## config.mk

```make
export PLATFORM = sky130hd
export DESIGN_NAME = board_ram_arbiter_flat
export DESIGN_NICKNAME = d
export VERILOG_FILES = /design/src/rtl/board_ram_arbiter_if.sv /design/src/rtl/board_ram_arbiter.sv /design/src/flat_wrapper.sv
export SDC_FILE = /design/constraint.sdc
export NUM_CORES = 1
export LEC_CHECK = 0
export CORE_MARGIN = 3
export CORE_UTILIZATION = 23
export DETAILED_ROUTE_END_ITERATION = 16
export SLEW_MARGIN = 20
export SYNTH_ARGS = -nofsm -noshare
export SYNTH_HDL_FRONTEND = slang
export SYNTH_SLANG_ARGS = --single-unit
export TNS_END_PERCENT = 100
```

## constraint.sdc

```tcl
create_clock -name clk -period 2.1 [get_ports clk]
set_input_delay 0.42 -clock clk [delete_from_list [all_inputs] [get_ports clk]]
set_output_delay 0.42 -clock clk [all_outputs]
set_load 0.01 [all_outputs]
```

## src/rtl/board_ram_arbiter_if.sv

```systemverilog
// Bus bundle between the board-RAM clients, the RAM and board_ram_arbiter.
// slave = arbiter side, master = clients plus RAM side.
interface board_ram_arbiter_if #(
  parameter int ADDR_BITS = 6,
  parameter int DATA_BITS = 2
);
  logic                 s_req;
  logic [ADDR_BITS-1:0] s_addr;
  logic                 s_gnt;
  logic                 s_rvalid;
  logic [DATA_BITS-1:0] s_rdata;

  logic                 j_req;
  logic [ADDR_BITS-1:0] j_addr;
  logic                 j_gnt;
  logic                 j_rvalid;
  logic [DATA_BITS-1:0] j_rdata;

  logic                 c_req;
  logic [ADDR_BITS-1:0] c_addr;
  logic [DATA_BITS-1:0] c_data;
  logic                 c_gnt;

  logic                 m_req;
  logic [ADDR_BITS-1:0] m_addr;
  logic [DATA_BITS-1:0] m_data;
  logic                 m_gnt;

  logic [ADDR_BITS-1:0] ram_rd_addr;
  logic [DATA_BITS-1:0] ram_rd_data;
  logic                 ram_we;
  logic [ADDR_BITS-1:0] ram_wr_addr;
  logic [DATA_BITS-1:0] ram_wr_data;
  logic [3:0]           starve_cnt;

  modport slave (
    input  s_req, s_addr, j_req, j_addr,
    input  c_req, c_addr, c_data, m_req, m_addr, m_data,
    input  ram_rd_data,
    output s_gnt, s_rvalid, s_rdata, j_gnt, j_rvalid, j_rdata,
    output c_gnt, m_gnt,
    output ram_rd_addr, ram_we, ram_wr_addr, ram_wr_data, starve_cnt
  );

  modport master (
    output s_req, s_addr, j_req, j_addr,
    output c_req, c_addr, c_data, m_req, m_addr, m_data,
    output ram_rd_data,
    input  s_gnt, s_rvalid, s_rdata, j_gnt, j_rvalid, j_rdata,
    input  c_gnt, m_gnt,
    input  ram_rd_addr, ram_we, ram_wr_addr, ram_wr_data, starve_cnt
  );
endinterface

```

## src/rtl/board_ram_arbiter.sv

```systemverilog
// Read/write arbiter for the shared 64x2 board state RAM with tagged read return.
// Optional build macro BOARD_ARB_FWD_EN: same-cycle write-to-read forwarding.
module board_ram_arbiter #(
  parameter int ADDR_BITS   = 6,
  parameter int DATA_BITS   = 2,
  parameter int JUDGER_PRIO = 1,
  parameter int MAX_WAIT    = 4
) (
  input  logic               clk,
  input  logic               rst_n,
  board_ram_arbiter_if.slave bus
);

  typedef enum logic {
    LAST_S = 1'b0,
    LAST_J = 1'b1
  } who_e;

  localparam logic [3:0] MAX_WAIT_C = 4'(MAX_WAIT);
  localparam logic [3:0] STARVE_SAT = 4'd15;

  logic                 c_gnt_s;
  logic                 m_gnt_s;
  logic                 we_s;
  logic [ADDR_BITS-1:0] wr_addr_s;
  logic [DATA_BITS-1:0] wr_data_s;

  logic                 s_gnt_s;
  logic                 j_gnt_s;
  logic                 rd_gnt_s;
  logic [DATA_BITS-1:0] rd_src_s;

  who_e                 last_q, last_d;
  logic [3:0]           starve_q, starve_d;
  logic [ADDR_BITS-1:0] rd_addr_q, rd_addr_d;
  logic                 tag_valid_q, tag_valid_d;
  who_e                 tag_who_q, tag_who_d;

  // Write port: clear engine strictly ahead of the move writer.
  always_comb begin
    c_gnt_s   = bus.c_req;
    m_gnt_s   = bus.m_req & ~bus.c_req;
    we_s      = c_gnt_s | m_gnt_s;
    wr_addr_s = '0;
    wr_data_s = '0;
    if (c_gnt_s) begin
      wr_addr_s = bus.c_addr;
      wr_data_s = bus.c_data;
    end else if (m_gnt_s) begin
      wr_addr_s = bus.m_addr;
      wr_data_s = bus.m_data;
    end else begin
      wr_addr_s = '0;
      wr_data_s = '0;
    end
  end

  // Read port arbitration, starvation counter, read-address hold and return tag.
  always_comb begin
    s_gnt_s = 1'b0;
    j_gnt_s = 1'b0;
    if (bus.c_req) begin
      s_gnt_s = 1'b0;
      j_gnt_s = 1'b0;
    end else if (JUDGER_PRIO != 0) begin
      // Denials can overshoot MAX_WAIT while a clear blocks reads; >= keeps the scanner live.
      if (bus.s_req && (starve_q >= MAX_WAIT_C)) begin
        s_gnt_s = 1'b1;
      end else if (bus.j_req) begin
        j_gnt_s = 1'b1;
      end else if (bus.s_req) begin
        s_gnt_s = 1'b1;
      end else begin
        s_gnt_s = 1'b0;
      end
    end else begin
      if (bus.s_req && bus.j_req) begin
        if (last_q == LAST_S) begin
          j_gnt_s = 1'b1;
        end else begin
          s_gnt_s = 1'b1;
        end
      end else if (bus.s_req) begin
        s_gnt_s = 1'b1;
      end else if (bus.j_req) begin
        j_gnt_s = 1'b1;
      end else begin
        s_gnt_s = 1'b0;
      end
    end

    rd_gnt_s = s_gnt_s | j_gnt_s;

    starve_d = 4'd0;
    if ((JUDGER_PRIO != 0) && bus.s_req && !s_gnt_s) begin
      starve_d = (starve_q == STARVE_SAT) ? starve_q : starve_q + 4'd1;
    end else begin
      starve_d = 4'd0;
    end

    last_d    = last_q;
    rd_addr_d = rd_addr_q;
    if (s_gnt_s) begin
      last_d    = LAST_S;
      rd_addr_d = bus.s_addr;
    end else if (j_gnt_s) begin
      last_d    = LAST_J;
      rd_addr_d = bus.j_addr;
    end else begin
      last_d    = last_q;
      rd_addr_d = rd_addr_q;
    end

    tag_valid_d = rd_gnt_s;
    tag_who_d   = j_gnt_s ? LAST_J : LAST_S;
  end

  // Arbitration state and read-return tag.
  always_ff @(posedge clk or negedge rst_n) begin
    if (!rst_n) begin
      last_q      <= LAST_S;
      starve_q    <= 4'd0;
      rd_addr_q   <= '0;
      tag_valid_q <= 1'b0;
      tag_who_q   <= LAST_S;
    end else begin
      last_q      <= last_d;
      starve_q    <= starve_d;
      rd_addr_q   <= rd_addr_d;
      tag_valid_q <= tag_valid_d;
      tag_who_q   <= tag_who_d;
    end
  end

`ifdef BOARD_ARB_FWD_EN
  logic                 fwd_q, fwd_d;
  logic [DATA_BITS-1:0] fwd_data_q, fwd_data_d;

  // Capture write data that collides with this cycle's granted read.
  always_comb begin
    fwd_d      = rd_gnt_s & we_s & (wr_addr_s == rd_addr_d);
    fwd_data_d = wr_data_s;
  end

  // Forwarding register.
  always_ff @(posedge clk or negedge rst_n) begin
    if (!rst_n) begin
      fwd_q      <= 1'b0;
      fwd_data_q <= '0;
    end else begin
      fwd_q      <= fwd_d;
      fwd_data_q <= fwd_data_d;
    end
  end

  assign rd_src_s = fwd_q ? fwd_data_q : bus.ram_rd_data;
`else
  assign rd_src_s = bus.ram_rd_data;
`endif

  assign bus.c_gnt       = c_gnt_s;
  assign bus.m_gnt       = m_gnt_s;
  assign bus.ram_we      = we_s;
  assign bus.ram_wr_addr = wr_addr_s;
  assign bus.ram_wr_data = wr_data_s;

  assign bus.s_gnt       = s_gnt_s;
  assign bus.j_gnt       = j_gnt_s;
  assign bus.ram_rd_addr = rd_addr_d;
  assign bus.starve_cnt  = starve_q;

  assign bus.s_rvalid    = tag_valid_q & (tag_who_q == LAST_S);
  assign bus.j_rvalid    = tag_valid_q & (tag_who_q == LAST_J);
  assign bus.s_rdata     = bus.s_rvalid ? rd_src_s : '0;
  assign bus.j_rdata     = bus.j_rvalid ? rd_src_s : '0;

endmodule

```

## src/flat_wrapper.sv

```systemverilog
// flat-port wrapper written by rule: the top's interface ports become plain ports
module board_ram_arbiter_flat 
#(
  parameter int ADDR_BITS   = 6,
  parameter int DATA_BITS   = 2,
  parameter int JUDGER_PRIO = 1,
  parameter int MAX_WAIT    = 4
)
  (clk, rst_n, bus_s_req, bus_s_addr, bus_j_req, bus_j_addr, bus_c_req, bus_c_addr, bus_c_data, bus_m_req, bus_m_addr, bus_m_data, bus_ram_rd_data, bus_s_gnt, bus_s_rvalid, bus_s_rdata, bus_j_gnt, bus_j_rvalid, bus_j_rdata, bus_c_gnt, bus_m_gnt, bus_ram_rd_addr, bus_ram_we, bus_ram_wr_addr, bus_ram_wr_data, bus_starve_cnt);
  board_ram_arbiter_if #(.ADDR_BITS(ADDR_BITS), .DATA_BITS(DATA_BITS)) bus_i ();
  input  logic clk;
  input  logic rst_n;
  input wire logic [$bits(bus_i.s_req)-1:0] bus_s_req;
  input wire logic [$bits(bus_i.s_addr)-1:0] bus_s_addr;
  input wire logic [$bits(bus_i.j_req)-1:0] bus_j_req;
  input wire logic [$bits(bus_i.j_addr)-1:0] bus_j_addr;
  input wire logic [$bits(bus_i.c_req)-1:0] bus_c_req;
  input wire logic [$bits(bus_i.c_addr)-1:0] bus_c_addr;
  input wire logic [$bits(bus_i.c_data)-1:0] bus_c_data;
  input wire logic [$bits(bus_i.m_req)-1:0] bus_m_req;
  input wire logic [$bits(bus_i.m_addr)-1:0] bus_m_addr;
  input wire logic [$bits(bus_i.m_data)-1:0] bus_m_data;
  input wire logic [$bits(bus_i.ram_rd_data)-1:0] bus_ram_rd_data;
  output wire logic [$bits(bus_i.s_gnt)-1:0] bus_s_gnt;
  output wire logic [$bits(bus_i.s_rvalid)-1:0] bus_s_rvalid;
  output wire logic [$bits(bus_i.s_rdata)-1:0] bus_s_rdata;
  output wire logic [$bits(bus_i.j_gnt)-1:0] bus_j_gnt;
  output wire logic [$bits(bus_i.j_rvalid)-1:0] bus_j_rvalid;
  output wire logic [$bits(bus_i.j_rdata)-1:0] bus_j_rdata;
  output wire logic [$bits(bus_i.c_gnt)-1:0] bus_c_gnt;
  output wire logic [$bits(bus_i.m_gnt)-1:0] bus_m_gnt;
  output wire logic [$bits(bus_i.ram_rd_addr)-1:0] bus_ram_rd_addr;
  output wire logic [$bits(bus_i.ram_we)-1:0] bus_ram_we;
  output wire logic [$bits(bus_i.ram_wr_addr)-1:0] bus_ram_wr_addr;
  output wire logic [$bits(bus_i.ram_wr_data)-1:0] bus_ram_wr_data;
  output wire logic [$bits(bus_i.starve_cnt)-1:0] bus_starve_cnt;
  assign bus_i.s_req = bus_s_req;
  assign bus_i.s_addr = bus_s_addr;
  assign bus_i.j_req = bus_j_req;
  assign bus_i.j_addr = bus_j_addr;
  assign bus_i.c_req = bus_c_req;
  assign bus_i.c_addr = bus_c_addr;
  assign bus_i.c_data = bus_c_data;
  assign bus_i.m_req = bus_m_req;
  assign bus_i.m_addr = bus_m_addr;
  assign bus_i.m_data = bus_m_data;
  assign bus_i.ram_rd_data = bus_ram_rd_data;
  assign bus_s_gnt = bus_i.s_gnt;
  assign bus_s_rvalid = bus_i.s_rvalid;
  assign bus_s_rdata = bus_i.s_rdata;
  assign bus_j_gnt = bus_i.j_gnt;
  assign bus_j_rvalid = bus_i.j_rvalid;
  assign bus_j_rdata = bus_i.j_rdata;
  assign bus_c_gnt = bus_i.c_gnt;
  assign bus_m_gnt = bus_i.m_gnt;
  assign bus_ram_rd_addr = bus_i.ram_rd_addr;
  assign bus_ram_we = bus_i.ram_we;
  assign bus_ram_wr_addr = bus_i.ram_wr_addr;
  assign bus_ram_wr_data = bus_i.ram_wr_data;
  assign bus_starve_cnt = bus_i.starve_cnt;
  board_ram_arbiter #(.ADDR_BITS(ADDR_BITS), .DATA_BITS(DATA_BITS), .JUDGER_PRIO(JUDGER_PRIO), .MAX_WAIT(MAX_WAIT)) u_core (.clk(clk), .rst_n(rst_n), .bus(bus_i));
endmodule
```

==> results.yml <==
status:
  status: "completed"
timing:
  slew_headroom_pct: 63.46
  hold_viol: 0
  slew_violations: 0
  tightest_slew_ps: 546.4
  min_period_over_period_pct: 99.08
  fmax_ghz: 0.4806
  rsz0062_at_grt: "yes"
  setup-tns-final_ps: 0
  timing.hold.ws_ps: 500.1
  period_minus_slack_ps: 2081
  finalClockSkew_ps: 1.168
  setup_viol: 0
setup_path:
  cp_cell_sequence: "o21a_4 -> or3b_1 -> a31oi_1 -> buf_2"
  slowest_stage: "dfrtp_1"
  r2r_cells: 7
  crit_fanout: 7
  critPathMaxStageDelay_ps: 420
  cp-start-kind: "register"
  crit_arrival_ps: 1660
  critical_path_class: "register to output pin"
  cp.required_ps: 1680
  crit_path_end_kind: "output pin"
run:
  drv_cap: 0
clocking:
  clkTransAtPathRegs_ps: 80
  clock_latency_ps: 270
  htree_levels: 1
  cts_buffers: 3
  root_buffer: "clkbuf_4"
  ctsLongestPathBuffers: 2
  cts_hold_buf: 0
  cts_tree: "done"
  cts_sinks: 12
logic_synthesis:
  synth.distinct_cells: 26
  synth_warnings: 0
  synthArstFlopShare_pct: 100.0
  synthCells: 89
  synth_edf_count: 0
  ys_seq_area_share_pct: 38.77
  synth.net_count: 126
  synth_flop_cell: "dfrtp_1"
  ys_seq_elements: 12
  syn_area_um2: 774.5
  syn_avg_cell_area_um2: 8.702
grt:
  grt_start_max_net_pins: 17
  antenna_found_initial: 0
  grt_pass1_wl_mm: 4.284
  grt_pass1_vias: 1029
  grtUsageMet1_pct: 14.61
  overflow: 0
  top_usage_layer: "met2"
  met2_usage_pct: 22.97
  grtUsageMet3_pct: 4.569
  track_usage_pct: 12.95
placed_design:
  dp_hpwl_mm: 1.980
  postPlaceCellArea_um2: 1495
  gp_congestion: 0.6997
  dp_cells: 200
  port_buffers: 64
floorplan:
  rows: 20
  ios: 65
  start_util_pct: 24.76
  core_area_um2: 3128
  die_y_um: 64.03
  die_w_um: 64.03
  dieArea_um2: 4100
route:
  drc: 0
  vias_per_cell: 4.702
  first_iter_violations: 12
  postRouteAntennaNets: 0
  drt_wl_total_mm: 2.704
  first_pass_iters: 4
  avgRoutedWirePerCell_um: 12.58
  vias: 1011
layout:
  layout_commonest_cell: "clkdlybuf4s50_1"
  drive_above_1_share_pct: 23.98
  fillerInstances: 302
  instances_no_fill: 215
  n_antenna_cell: 0
  design_area_um2: 1643
  fin_nets: 209
  final_cell_mix: "42 x clkdlybuf4s50_1, 14 x buf_4, 13 x dlygate4sd2_1"
  area_growth_pct: 112.1
pwr:
  p_leak_nw: 0.7429
  pwr_density_cell_nw_per_um2: 453.0
  ir_worst_vdd_mv: 0.1887
worst_hold_path:
  hold_path.class: "primary input to async pin"
-- layout make-up --
cell class / count / area, um^2 / area share [%]
clock buffer: 4 / 36.28 / 2.209
inverter: 1 / 3.754 / 0.2285
multi-input combinational: 71 / 488.0 / 29.70
sequential: 12 / 300.3 / 18.28
tap: 44 / 55.05 / 3.351
timing repair buffer: 83 / 759.5 / 46.23
-- report_power, final --
| group | switching, mW | leakage [nW] | internal (mW) |
|---|---|---|---|
| logic | 0.117 | 0.572 | 0.177 |
| clock network | 0.0778 | 0.0210 | 0.105 |
| registers | 0.0113 | 0.150 | 0.256 |
-- registers in the layout, indices dropped and copies added (netlist names) --
| name | flops |
|---|---|
| u_core.rd_addr_q | 6 |
| u_core.bus.starve_cnt | 4 |
| u_core.tag_valid_q | 1 |
| u_core.tag_who_q | 1 |
-- synth_stat cells (3+ instances only) --
library cell | number | area [um^2]
or3b_1 | 6 | 52.55
nand2_1 | 9 | 33.78
o21ai_0 | 11 | 55.05
a31oi_1 | 7 | 43.79
nor3_1 | 7 | 35.03
nor2_1 | 6 | 22.52
a22o_1 | 4 | 35.03
dfrtp_1 | 12 | 300.3
and2_1 | 3 | 18.77
-- per-layer routing --
layer | routed length (um) | up-vias
li1 | - | 488
met1 | 1138 | 467
met2 | 1265 | 54
met3 | 287 | 2
met4 | 13 | 0
met5 | 0 | -
-- path summary, 6_finish.rpt --
path	to	slack, ps	from
min	u_core.rd_addr_q[4]$_DFF_PN0_	500	rst_n
max	bus_ram_rd_addr[2]	20	u_core.bus.starve_cnt[3]$_DFFE_PN0P_
min in group clk	u_core.rd_addr_q[4]$_DFF_PN0_	570	u_core.rd_addr_q[4]$_DFF_PN0_
min reg2reg	u_core.rd_addr_q[4]$_DFF_PN0_	570	u_core.rd_addr_q[4]$_DFF_PN0_
max reg2reg	u_core.rd_addr_q[2]$_DFF_PN0_	470	u_core.bus.starve_cnt[3]$_DFFE_PN0P_
max in group asynchronous	u_core.bus.starve_cnt[2]$_DFFE_PN0P_	1240	rst_n
-- worst max-delay path, delay by kind of cell (launching register included) --
family,cells,cell delay (ps)
DFF,1,420
AOI/OAI and AO/OA,2,440
and+or+nand+nor,1,370
buffers and inverters,1,170
-- through the flow --
| stage | power, mW | util [%] | setup WS, ps |
|---|---|---|---|
| after global routing | 0.7845 | 52.52 | -70.25 |
| after detailed placement | 0.5466 | 47.80 | -694.0 |
| after floorplan | 0.3637 | - | 168.8 |
| after CTS | 0.7359 | 51.16 | 2.852 |
| final | 0.7441 | 52.52 | 19.40 |
| after global placement | 0.5431 | 47.80 | -675.2 |
-- logic make-up after synthesis --
family                     Yosys count  share of synthesized area, %
and+or+nand+nor                     42                         30.37
AOI/OAI and AO/OA                   25                         20.84
DFF                                 12                         38.77
buffers and inverters                7                         5.977
xor gates and xnor gates             1                         1.131
muxes                                1                         1.292
adders and majority gates            1                         1.615
-- repair_timing --
action,in CTS,in global routing
setup endpoints to repair,19,11
resized for setup,54,6
pin swaps,8,1
cloned,1,0
setup buffers,6,4
Note: power is estimated with default switching activity, not from simulation.
